`src/rtl/fighter_pkg.sv`:
```
// Shared types and constants for the per-player fighter movement blocks.
package fighter_pkg;
  typedef enum logic [1:0] {
    IDLE   = 2'd0,
    WALK   = 2'd1,
    CROUCH = 2'd2,
    AIR    = 2'd3
  } motion_state_t;

  localparam logic [7:0] DEF_KEY_UP    = 8'h0c;
  localparam logic [7:0] DEF_KEY_LEFT  = 8'h0d;
  localparam logic [7:0] DEF_KEY_DOWN  = 8'h0e;
  localparam logic [7:0] DEF_KEY_RIGHT = 8'h0f;

  localparam int POS_W  = 10;
  localparam int CALC_W = 12;
endpackage

```
`src/rtl/fighter_key_decode.sv`:
```
// Matches every keycode slot against the four movement keys; purely combinational.
module fighter_key_decode
  import fighter_pkg::*;
#(
  parameter int         NUM_KEYS  = 4,
  parameter logic [7:0] KEY_LEFT  = DEF_KEY_LEFT,
  parameter logic [7:0] KEY_RIGHT = DEF_KEY_RIGHT,
  parameter logic [7:0] KEY_DOWN  = DEF_KEY_DOWN,
  parameter logic [7:0] KEY_UP    = DEF_KEY_UP
) (
  input  logic [NUM_KEYS*8-1:0] keycodes,
  output logic                  pressed_left,
  output logic                  pressed_right,
  output logic                  pressed_down,
  output logic                  pressed_up
);
  always_comb begin
    pressed_left  = 1'b0;
    pressed_right = 1'b0;
    pressed_down  = 1'b0;
    pressed_up    = 1'b0;
    for (int i = 0; i < NUM_KEYS; i++) begin
      if (keycodes[8*i +: 8] == KEY_LEFT)  pressed_left  = 1'b1;
      if (keycodes[8*i +: 8] == KEY_RIGHT) pressed_right = 1'b1;
      if (keycodes[8*i +: 8] == KEY_DOWN)  pressed_down  = 1'b1;
      if (keycodes[8*i +: 8] == KEY_UP)    pressed_up    = 1'b1;
    end
  end
endmodule

```
`src/rtl/fighter_motion.sv`:
```
// Per-player walk/crouch/jump controller with jump physics, knockback and screen clamp.
// Keys sampled at a frame edge take effect in the registered position at that same edge.
module fighter_motion
  import fighter_pkg::*;
#(
  parameter int         NUM_KEYS   = 4,
  parameter logic [7:0] KEY_LEFT   = DEF_KEY_LEFT,
  parameter logic [7:0] KEY_RIGHT  = DEF_KEY_RIGHT,
  parameter logic [7:0] KEY_DOWN   = DEF_KEY_DOWN,
  parameter logic [7:0] KEY_UP     = DEF_KEY_UP,
  parameter int         X_START    = 480,
  parameter int         Y_GROUND   = 170,
  parameter int         X_MIN      = 0,
  parameter int         X_MAX      = 637,
  parameter int         WIDTH      = 125,
  parameter int         WALK_SPEED = 2,
  parameter int         JUMP_V0    = 12,
  parameter int         GRAVITY    = 1,
  parameter int         MIN_SEP    = 105,
  parameter int         FACE_LEFT  = 1
) (
  input  logic                    frame_clk,
  input  logic                    Reset,
  input  logic [NUM_KEYS*8-1:0]   keycodes,
  input  logic signed [10:0]      x_dist,
  input  logic signed [7:0]       knockback,
  output logic [POS_W-1:0]        pos_x,
  output logic [POS_W-1:0]        pos_y,
  output logic [1:0]              state,
  output logic                    airborne
);
  localparam logic signed [CALC_W-1:0] X_LO   = CALC_W'(X_MIN);
  localparam logic signed [CALC_W-1:0] X_HI   = CALC_W'(X_MAX - WIDTH);
  localparam logic signed [CALC_W-1:0] Y_GND  = CALC_W'(Y_GROUND);
  localparam logic signed [CALC_W-1:0] WALK_V = CALC_W'(WALK_SPEED);
  localparam logic signed [CALC_W-1:0] JUMP_V = CALC_W'(JUMP_V0);
  localparam logic signed [CALC_W-1:0] GRAV   = CALC_W'(GRAVITY);
  localparam logic signed [10:0]       SEP_LIM = 11'(MIN_SEP);

  logic pressed_left, pressed_right, pressed_down, pressed_up;

  fighter_key_decode #(
    .NUM_KEYS (NUM_KEYS),
    .KEY_LEFT (KEY_LEFT),
    .KEY_RIGHT(KEY_RIGHT),
    .KEY_DOWN (KEY_DOWN),
    .KEY_UP   (KEY_UP)
  ) u_keys (
    .keycodes     (keycodes),
    .pressed_left (pressed_left),
    .pressed_right(pressed_right),
    .pressed_down (pressed_down),
    .pressed_up   (pressed_up)
  );

  motion_state_t            st_q, st_nxt;
  logic [POS_W-1:0]         px_q, py_q, px_nxt, py_nxt;
  logic signed [CALC_W-1:0] vx_q, vy_q, vx_nxt, vy_nxt;
  logic signed [CALC_W-1:0] walk_vx, y_sum, x_sum;
  logic                     blocked, go_left, go_right;

  always_comb begin
    blocked  = (x_dist <= SEP_LIM);
    // Only the direction facing the opponent is subject to the separation limit.
    go_left  = pressed_left & ~pressed_right & ~(blocked & (FACE_LEFT != 0));
    go_right = pressed_right & ~pressed_left & ~(blocked & (FACE_LEFT == 0));
    walk_vx  = '0;
    if (go_left)       walk_vx = -WALK_V;
    else if (go_right) walk_vx = WALK_V;

    st_nxt = st_q;
    vx_nxt = vx_q;
    vy_nxt = vy_q;
    py_nxt = py_q;
    y_sum  = $signed({{(CALC_W-POS_W){1'b0}}, py_q}) + vy_q;

    if (st_q == AIR) begin
      if (y_sum >= Y_GND) begin
        py_nxt = POS_W'(Y_GROUND);
        vy_nxt = '0;
        st_nxt = IDLE;
      end else begin
        py_nxt = y_sum[POS_W-1:0];
        vy_nxt = vy_q + GRAV;
      end
    end else if (pressed_up) begin
      st_nxt = AIR;
      vy_nxt = -JUMP_V;
      vx_nxt = walk_vx;
    end else if (pressed_down) begin
      st_nxt = CROUCH;
      vx_nxt = '0;
    end else if (walk_vx != '0) begin
      st_nxt = WALK;
      vx_nxt = walk_vx;
    end else begin
      st_nxt = IDLE;
      vx_nxt = '0;
    end

    x_sum = $signed({{(CALC_W-POS_W){1'b0}}, px_q}) + vx_nxt
          + $signed({{(CALC_W-8){knockback[7]}}, knockback});
    if (x_sum < X_LO)      px_nxt = POS_W'(X_MIN);
    else if (x_sum > X_HI) px_nxt = POS_W'(X_MAX - WIDTH);
    else                   px_nxt = x_sum[POS_W-1:0];
  end

  always_ff @(posedge frame_clk) begin
    if (Reset) begin
      st_q <= IDLE;
      px_q <= POS_W'(X_START);
      py_q <= POS_W'(Y_GROUND);
      vx_q <= '0;
      vy_q <= '0;
    end else begin
      st_q <= st_nxt;
      px_q <= px_nxt;
      py_q <= py_nxt;
      vx_q <= vx_nxt;
      vy_q <= vy_nxt;
    end
  end

  assign pos_x    = px_q;
  assign pos_y    = py_q;
  assign state    = st_q;
  assign airborne = (st_q == AIR);
endmodule

```
`config.mk`:
```
export PLATFORM = sky130hd
export DESIGN_NAME = fighter_motion
export DESIGN_NICKNAME = d
export VERILOG_FILES = /design/src/rtl/fighter_pkg.sv /design/src/rtl/fighter_key_decode.sv /design/src/rtl/fighter_motion.sv
export SDC_FILE = /design/constraint.sdc
export NUM_CORES = 1
export LEC_CHECK = 0
export CAP_MARGIN = 20
export CORE_MARGIN = 10
export CORE_UTILIZATION = 40
export CTS_CLUSTER_DIAMETER = 40
export DETAILED_ROUTE_END_ITERATION = 12
export PLACE_DENSITY = 0.71
export SYNTH_ARGS = -nofsm -noshare
export SYNTH_HDL_FRONTEND = slang
export SYNTH_SLANG_ARGS = --single-unit
```
`constraint.sdc`:
```
create_clock -name frame_clk -period 11.9 [get_ports frame_clk]
set_clock_uncertainty 0.2 [all_clocks]
set_input_delay 1.19 -clock frame_clk [delete_from_list [all_inputs] [get_ports frame_clk]]
set_output_delay 1.19 -clock frame_clk [all_outputs]
set_load 0.1 [all_outputs]
```
==> run metrics <==
run status complete, no violations; Starting Density 0.417; Avg Cell Area, Syn 8.57 um2; stage delay of the slowest cell on the critical path between 0.5 and 0.6 ns; Ports 76; worst endpoint data arrival time between 6 and 7 ns; overall fraction of global-route tracks in use 0.147; Cell variety after synth between 60 and 70; Final period util 0.554; Die Width about 110 um; gate family responsible for the most delay along the worst path simple AND/OR/NAND/NOR gates; Critical Path Fanout Max 9; clock transition at the registers of the reported paths 0.09 ns; area of the placeable core just under 8000 um2; CTS resizes 0; cell area after technology mapping between 3000 and 4000 um2; power density over cell area between 90 and 100 nW/um2; via count around 3100; cell row count 32; synthesis warning total 0; worst setup path class in2reg; leading register cell type out of synthesis sky130_fd_sc_hd__dfxtp_1; max-slew violation total from the final report 0; Leak Pwr 1.76 nW; leading cell type in the layout, fill and taps excluded sky130_fd_sc_hd__clkdlybuf4s50_1; R2R Setup Slk approximately 7 ns; worst path buffer plus inverter count 1; Clk Tree Root Cell sky130_fd_sc_hd__clkbuf_8; initial antenna violation count 0; time the worst path needs with I/O delays and setup roughly 6.6 ns; Hold WC Path Type reg2reg; antenna fix cells 0; count of final setup violators 0; final hold violation count 0; clock sink count between 40 and 50; Finished Core Util 0.537; post-cts hold buffer count 0; number of cells on the worst hold path 2; proportion of synthesized flip-flops having asynchronous set or reset 0; required arrival time at the worst endpoint roughly 12 ns; Routed WL about 9000 um; setup TNS after final layout 0 ns; proportion of synthesized chip area in sequential cells 0.283; post-CTS setup-driven buffer insertion count 0; gate count after technology mapping 380; slew margin rel. 0.293; maximum vdd ir drop between 0.06 and 0.07 mV; destination of the worst register-to-register timing path pos_x[5]; slew of the pin with the lowest slew margin between 1 and 1.5 ns; clock buffer count from CTS 5; global-route wire length before repair around 15000 um; most used cells in the layout excluding fill and tap cells sky130_fd_sc_hd__clkdlybuf4s50_1, sky130_fd_sc_hd__dfxtp_1, sky130_fd_sc_hd__nor2_1; cell with the biggest individual delay on the critical path sky130_fd_sc_hd__or4_4; area added between synthesis and finish 28.9%; Levels on crit path 18; detail-routed net length per standard cell about 16 um; Post-Syn Nets about 470; Die Height about 110 um; I/O Buffers between 70 and 80; drt first pass iters 5; H-Tree Level Count 2; area of combinational cells with multiple inputs 2220 um2; Endpoint, Worst Hold pos_y[0]; achievable clock frequency around 150 MHz; maximum number of pins on one net before global-route repair 30; launch instance of the worst min-delay path pos_y[0]; net count of the finished layout between 500 and 600; number of buffers on the longest clock path 2; clock tree from TritonCTS yes; layout filler cell count ~760; via count of the first global-routing pass ~3200; Avg Vias per Cell roughly 5.5; clock latency of the later-clocked register in the worst-skew pair 0.30 ns; max-capacitance violation count 0; startpoint of the lowest-slack register-to-register path state[1]; setup repair after global routing missed its margin no; post-detailed-route DRC marker count 0; flip-flop and latch count after synthesis 46; placer's final routability congestion estimate 0.892; number of nets still failing antenna checks after routing 0; Worst Setup End Kind flip-flop; Detailed Place HPWL 6970 um; final global-route overflow total 0; kind of launch point of the worst setup path input pin; area of all sequential standard cells 921 um2; EDFF count, synth 0; fraction of layout cells with a size suffix above 1 0.0419; worst reg2reg path depth 14; Detailed Route Iter0 Violations 138; area of the die 12100 um2; ordered list of cells on the worst path clkdlybuf4s50_1 -> or4_4 -> nor4b_1 -> a41oi_1 -> and2_1 -> or3_1 -> nor2_1 -> a21o_1 -> fa_1 -> fa_1 -> a211oi_1 -> o21bai_1 -> o21ai_0 -> a21oi_1 -> a31oi_1 -> xnor3_1 -> and3_1 -> a21o_1
[state kept, by name (all words and copies together) (netlist names)]
name   flops
pos_x     10
vx_q      12
state      2
vy_q      12
pos_y     10
[how the worst max path moves through the flow]
stage | startpoint | end | slack, ns
floorplan | keycodes[15] | pos_x[5] | 6.03
global placement | keycodes[15] | pos_x[5] | 5.05
detailed placement | keycodes[15] | pos_x[5] | 4.99
CTS | keycodes[15] | pos_x[5] | 5.30
global route | keycodes[15] | pos_x[5] | 4.85
finish | keycodes[15] | pos_x[5] | 5.31
[routing by layer]
metal / GRT usage / routed length [um] / up-vias
li1: - / - / 1546
met1: 0.165 / 3670 / 1454
met2: 0.274 / 4560 / 67
met3: 0.0383 / 460 / 10
met4: 0.0303 / 104 / 0
met5: 0 / 0 / -
[cells in the mapped netlist (4+ instances only)]
master	instances	area share
sky130_fd_sc_hd__nand4_1	5	0.0096
sky130_fd_sc_hd__nand2_1	26	0.030
sky130_fd_sc_hd__o21ai_1	10	0.015
sky130_fd_sc_hd__nand3_1	13	0.020
sky130_fd_sc_hd__and3_1	8	0.015
sky130_fd_sc_hd__xnor2_1	4	0.011
sky130_fd_sc_hd__xor2_1	7	0.019
sky130_fd_sc_hd__fa_1	12	0.074
sky130_fd_sc_hd__and2_1	16	0.031
sky130_fd_sc_hd__a211oi_1	7	0.016
sky130_fd_sc_hd__o31ai_1	4	0.0092
sky130_fd_sc_hd__nor3_1	16	0.025
sky130_fd_sc_hd__nor2_1	35	0.040
sky130_fd_sc_hd__dfxtp_1	46	0.28
sky130_fd_sc_hd__o21ai_0	18	0.028
sky130_fd_sc_hd__clkbuf_1	8	0.0092
sky130_fd_sc_hd__a21o_1	15	0.035
sky130_fd_sc_hd__a21oi_1	19	0.029
sky130_fd_sc_hd__ha_1	22	0.085
sky130_fd_sc_hd__nor4_1	6	0.012
sky130_fd_sc_hd__inv_1	17	0.020
sky130_fd_sc_hd__o32a_1	4	0.012
[report_power, final]
group / switching [W] / leakage, nW / internal (W)
clock: 0.0000559 / 0.0514 / 0.0000628
combinational: 0.0000783 / 1.33 / 0.0000526
sequential: 0.00000430 / 0.373 / 0.000159
[through the flow]
stage | total power, W | instance area (um2) | hold WS, ns | std cells | setup WS, ns
2_1_floorplan | 0.000255 | 3260 | 0.269 | 380 | 6.03
3_3_place_gp | 0.000294 | 4090 | 0.266 | 547 | 5.05
3_5_place_dp | 0.000297 | 4090 | 0.269 | 547 | 4.99
4_1_cts | 0.000416 | 4200 | 0.285 | 555 | 5.30
5_1_grt | 0.000436 | 4200 | 0.299 | 555 | 4.85
6_report | 0.000413 | 4200 | 0.276 | 555 | 5.31
[final cells by class]
cell class,count,area share
Inverter,18,0.0161
Multi-Input combinational cell,306,0.529
Clock buffer,6,0.0173
Tap cell,102,0.0304
Clock inverter,2,0.00895
Sequential cell,46,0.220
Timing Repair Buffer,75,0.178
[tightest hold or removal path: cells and delay by family, from the launching register on]
family	cells	cell delay (ns)
simple gates	1	0.05
flops	1	0.33
compound gates	1	0.05
[kinds of logic (layout without fill, tap and decap cells)]
group,Yosys count,count (layout),synth area share
fa+ha+maj,34,34,0.158
compound gates,108,108,0.233
xor+xnor,12,12,0.0365
buf+inv,28,101,0.0350
mux,2,2,0.00692
simple gates,150,150,0.247
flops,46,46,0.283
Note: power is estimated with default switching activity, not from simulation.
